### src/rtl/seq_det_pkg.sv
// Shared constants and elaboration-time helpers for the serial pattern detector.
// Latency: n/a (package only).
// Backpressure: n/a (package only).
package seq_det_pkg;

  localparam int          SEQ_DET_DEF_W   = 4;
  localparam logic [3:0]  SEQ_DET_DEF_PAT = 4'b1011;
  localparam int          SEQ_DET_DEF_CNT = 8;

  // Bits needed to hold a match length in 0..w.
  function automatic int seq_state_w(input int w);
    return $clog2(w + 1);
  endfunction

  // Length of the longest suffix of (first k pattern bits, then b) that is also
  // a prefix of the pattern, capped at w. Pattern MSB (bit w-1) is received first.
  // Only ever evaluated on constants, so it folds into a fixed transition table.
  function automatic int seq_next_state(input int k, input logic b, input int w,
                                        input logic [15:0] pat);
    logic [16:0] s;
    int          len_s;
    int          best;
    bit          ok;
    s = '0;
    for (int i = 0; i < 16; i++) begin
      if (i < k) s[i] = pat[w-1-i];
    end
    s[k]  = b;
    len_s = k + 1;
    best  = 0;
    for (int len = 1; len <= 16; len++) begin
      if (len <= w && len <= len_s) begin
        ok = 1'b1;
        for (int i = 0; i < 16; i++) begin
          if (i < len) begin
            if (s[len_s-len+i] != pat[w-1-i]) ok = 1'b0;
          end
        end
        if (ok) best = len;
      end
    end
    return best;
  endfunction

endpackage

### src/rtl/sequence_detector_moore.sv
// Moore detector for a serial bit pattern with overlapping matches; optional
// saturating match counter when SEQ_DET_COUNT_EN is defined.
// Latency: detector_out high the cycle after the edge that samples the last bit.
// Backpressure: none; every rising edge consumes one bit.
module sequence_detector_moore
  import seq_det_pkg::*;
#(
  parameter int                   PATTERN_W = SEQ_DET_DEF_W,
  parameter logic [PATTERN_W-1:0] PATTERN   = PATTERN_W'(SEQ_DET_DEF_PAT),
  parameter int                   CNT_W     = SEQ_DET_DEF_CNT
) (
  input  logic clock,
  input  logic reset,
  input  logic sequence_in,
  output logic detector_out
`ifdef SEQ_DET_COUNT_EN
  ,
  output logic [CNT_W-1:0] detect_count
`endif
);

  localparam int SW = seq_state_w(PATTERN_W);
  localparam int NS = 1 << SW;
  localparam logic [SW-1:0] FULL = SW'(PATTERN_W);

  if (PATTERN_W < 2 || PATTERN_W > 16 || CNT_W < 1) begin : g_bad_params
    $error("sequence_detector_moore: PATTERN_W must be 2..16 and CNT_W >= 1");
  end

  // State = number of pattern bits currently matched.
  logic [SW-1:0] state_q;
  logic [SW-1:0] state_d;

  // Constant transition tables, one per input bit value. Encodings above
  // PATTERN_W are unreachable and fall back to 0.
  logic [NS-1:0][SW-1:0] nxt_on0;
  logic [NS-1:0][SW-1:0] nxt_on1;

  for (genvar g = 0; g < NS; g++) begin : g_tbl
    if (g <= PATTERN_W) begin : g_live
      assign nxt_on0[g] = SW'(seq_next_state(g, 1'b0, PATTERN_W, 16'(PATTERN)));
      assign nxt_on1[g] = SW'(seq_next_state(g, 1'b1, PATTERN_W, 16'(PATTERN)));
    end else begin : g_dead
      assign nxt_on0[g] = '0;
      assign nxt_on1[g] = '0;
    end
  end

  // Next-state lookup from the current match length and the incoming bit.
  always_comb begin
    state_d = '0;
    if (sequence_in) state_d = nxt_on1[state_q];
    else             state_d = nxt_on0[state_q];
  end

  // State register; reset drops any partial match.
  always_ff @(posedge clock) begin
    if (reset) state_q <= '0;
    else       state_q <= state_d;
  end

  // Moore output decoded from the register only.
  assign detector_out = (state_q == FULL);

`ifdef SEQ_DET_COUNT_EN
  // Count edges that enter the full-match state; hold at all-ones.
  always_ff @(posedge clock) begin
    if (reset) begin
      detect_count <= '0;
    end else if (state_d == FULL && detect_count != '1) begin
      detect_count <= detect_count + 1'b1;
    end
  end
`endif

endmodule

### config.mk
export PLATFORM = sky130hd
export DESIGN_NAME = sequence_detector_moore
export DESIGN_NICKNAME = d
export VERILOG_FILES = /design/src/rtl/seq_det_pkg.sv /design/src/rtl/sequence_detector_moore.sv
export SDC_FILE = /design/constraint.sdc
export NUM_CORES = 1
export LEC_CHECK = 0
export BUFFER_PORTS_ARGS = -buffer_cell sky130_fd_sc_hd__buf_2
export CAP_MARGIN = 5
export CORE_AREA = 4 4 41 43
export DETAILED_ROUTE_END_ITERATION = 8
export DIE_AREA = 0 0 45 47
export GPL_ROUTABILITY_DRIVEN = 0
export PLACE_DENSITY = 0.43
export RECOVER_POWER = 100
export REMOVE_ABC_BUFFERS = 1
export SLEW_MARGIN = 25
export SYNTH_ARGS = -nofsm -noshare
export SYNTH_HDL_FRONTEND = slang
export SYNTH_SLANG_ARGS = --single-unit
### constraint.sdc
create_clock -name clock -period 0.8 [get_ports clock]
set_input_delay 0.08 -clock clock [delete_from_list [all_inputs] [get_ports clock]]
set_output_delay 0.08 -clock clock [all_outputs]
set_load 0.005 [all_outputs]
==> results_dict.tcl <==
set metrics [dict create \
    drtIter0Drc 3 \
    cts_hold_repair.buffers 0 \
    cts_tree "done" \
    finalNetCount 33 \
    clock-sinks 7 \
    crit_arrival_ps 830 \
    synth.avg_cell_area_um2 11.26 \
    cp-end-kind "output port" \
    period_share 1.142 \
    syn_inst 22 \
    finalMaxSlewViolations 0 \
    dieArea_um2 2115 \
    synth.distinct_cells 12 \
    finalHoldViolCount 0 \
    die_y_um 47 \
    status "finished with violations" \
    worst_pin_slew_ps 128.9 \
    final_cell_area_um2 339.1 \
    rsz0062_at_grt "yes" \
    grt-ovfl-total 0 \
    num_io_pins 4 \
    cts_setup_buffers 0 \
    antenna_left 0 \
    grt_use_total 0.05463 \
    wl_per_cell_um 9.977 \
    setup_tns_ps -113.3 \
    required_ps 720 \
    holdCritPathClass "in -> reg" \
    dr.pass1.iters 2 \
    place_ws_ps -2.478 \
    cp_max_fo 1 \
    fin_crit_ps 913.3 \
    fp-row-count 13 \
    clock.fmax_ghz 1.095 \
    core_um2 1301 \
    whs_endpoint "state_q[1]" \
    vias 179 \
    vias_per_cell 4.068 \
    grt_max_degree 6 \
    wirelength_um 439 \
    cts_buffer_depth 2 \
    netlist_area_um2 247.7 \
    portBuffers 3 \
    diodes 0 \
    dp_hpwl_um 280.5 \
    cts_inserted_buffers 3 \
    min-delay-start "reset" \
    antenna_found_initial 0 \
    area_growth_pct 36.87 \
    clock_latency_ps 260 \
    placed_area_um2 281.5 \
    cts_root_buf "clkbuf_4" \
    synth_warnings 0 \
    grt_pass1_vias 185 \
    r2r_setup_slack_ps 20 \
    layout-drive-gt1-share 0.5862 \
    synth_seq_cells 7 \
    start_util 0.1904 \
    violations "setup timing" \
    p_per_area_nw_per_um2 2137 \
    setup_ws_ps -113.3 \
    path_clk_slew_ps 60 \
    worst_r2r_path_depth 2 \
    die_w_um 45 \
    leakage_nw 0.1364 \
    synth-seq-area-share 0.5657 \
    hold_depth 2 \
    drv_cap 0 \
    grt_pass1_wl_um 745 \
    maxSlewHeadroom 0.9139 \
    setup.worst_path.start_class "register" \
    drc 0 \
    ir_drop_mv 0.7134 \
    worstSetupPathType "reg -> out" \
    finClkSkew_ps 4.625 \
    finalSetupViolations 1 \
    cts_htree_levels 1 \
]
==> what timing repair did <==
item	in CTS	in global routing
pin swaps	1	2
gates resized for setup	3	8
setup endpoints to repair	2	5
==> logic make-up after synthesis <==
| family | Yosys count | share of synthesized area |
|---|---|---|
| flops | 7 | 0.5656 |
| simple gates | 11 | 0.3182 |
| fa+ha+maj | 1 | 0.04545 |
| compound gates | 3 | 0.07072 |
==> routing by layer <==
layer  part of all wire  track usage  routed length, µm
met1               0.40      0.05263                175
met2               0.50      0.07910                221
met3              0.052      0.02299                 23
met4              0.043      0.07018                 19
met5                  0            0                  0
==> critical path, cell delays in order (launching register included) <==
cell	delay (ps)
dfxtp_1	300
nor3b_2	150
buf_2	120
==> synthesized netlist by cell type <==
master / instances / area, µm²
dfxtp_1: 7 / 140.1
a21oi_1: 2 / 10.01
and2_1: 2 / 12.51
nand2_1: 2 / 7.510
nor3b_1: 2 / 15.01
and3_1: 1 / 6.260
maj3_2: 1 / 11.26
nand2b_1: 1 / 6.260
nand4bb_1: 1 / 11.26
nor2b_1: 1 / 6.260
nor2b_4: 1 / 13.76
o21a_1: 1 / 7.510
==> metrics by stage <==
stage | instances | power (mW) | hold WS [ps] | utilization
after floorplan | 22 | 0.3874 | 149.1 | -
after global placement | 40 | 0.3994 | 303.1 | 0.2163
after detailed placement | 40 | 0.4003 | 306.2 | 0.2163
after CTS | 44 | 0.7292 | 35.27 | 0.2433
after global routing | 44 | 0.7508 | 45.20 | 0.2606
final | 44 | 0.7246 | 39.08 | 0.2606
==> layout by cell type (no fill, tap or decap) <==
cell,n
dfxtp_2,4
clkbuf_4,3
buf_2,3
nor3b_2,2
nor2b_4,2
nand2_1,2
and2_1,2
a21oi_1,2
dfxtp_1,2
o21a_1,1
maj3_2,1
and3_4,1
nand2b_1,1
nand4bb_1,1
dfxtp_4,1
clkbuf_1,1
==> cell type report <==
cell class              count  area [µm²]
fillers                   149       962.2
flip-flops and latches      7       148.9
multi-input cells          15       130.1
clock buffers               4       26.28
well taps                  15       18.77
repair buffers              3       15.01
==> worst max path at each step <==
stage / start / end / slack [ps]
6_report: state_q[0] / detector_out / -110
3_3_place_gp: register / register / 40
5_1_grt: state_q[0] / detector_out / -150
4_1_cts: state_q[0] / detector_out / -120
3_5_place_dp: register / register / -2
2_1_floorplan: register / register / 80
==> where the power goes <==
| part | leakage (nW) | switching [mW] | internal (mW) |
|---|---|---|---|
| registers | 0.0589 | 0.00632 | 0.357 |
| clock network | 0.0150 | 0.139 | 0.191 |
| logic | 0.0625 | 0.0137 | 0.0174 |
No activity file was read; power rests on OpenSTA's default activity.
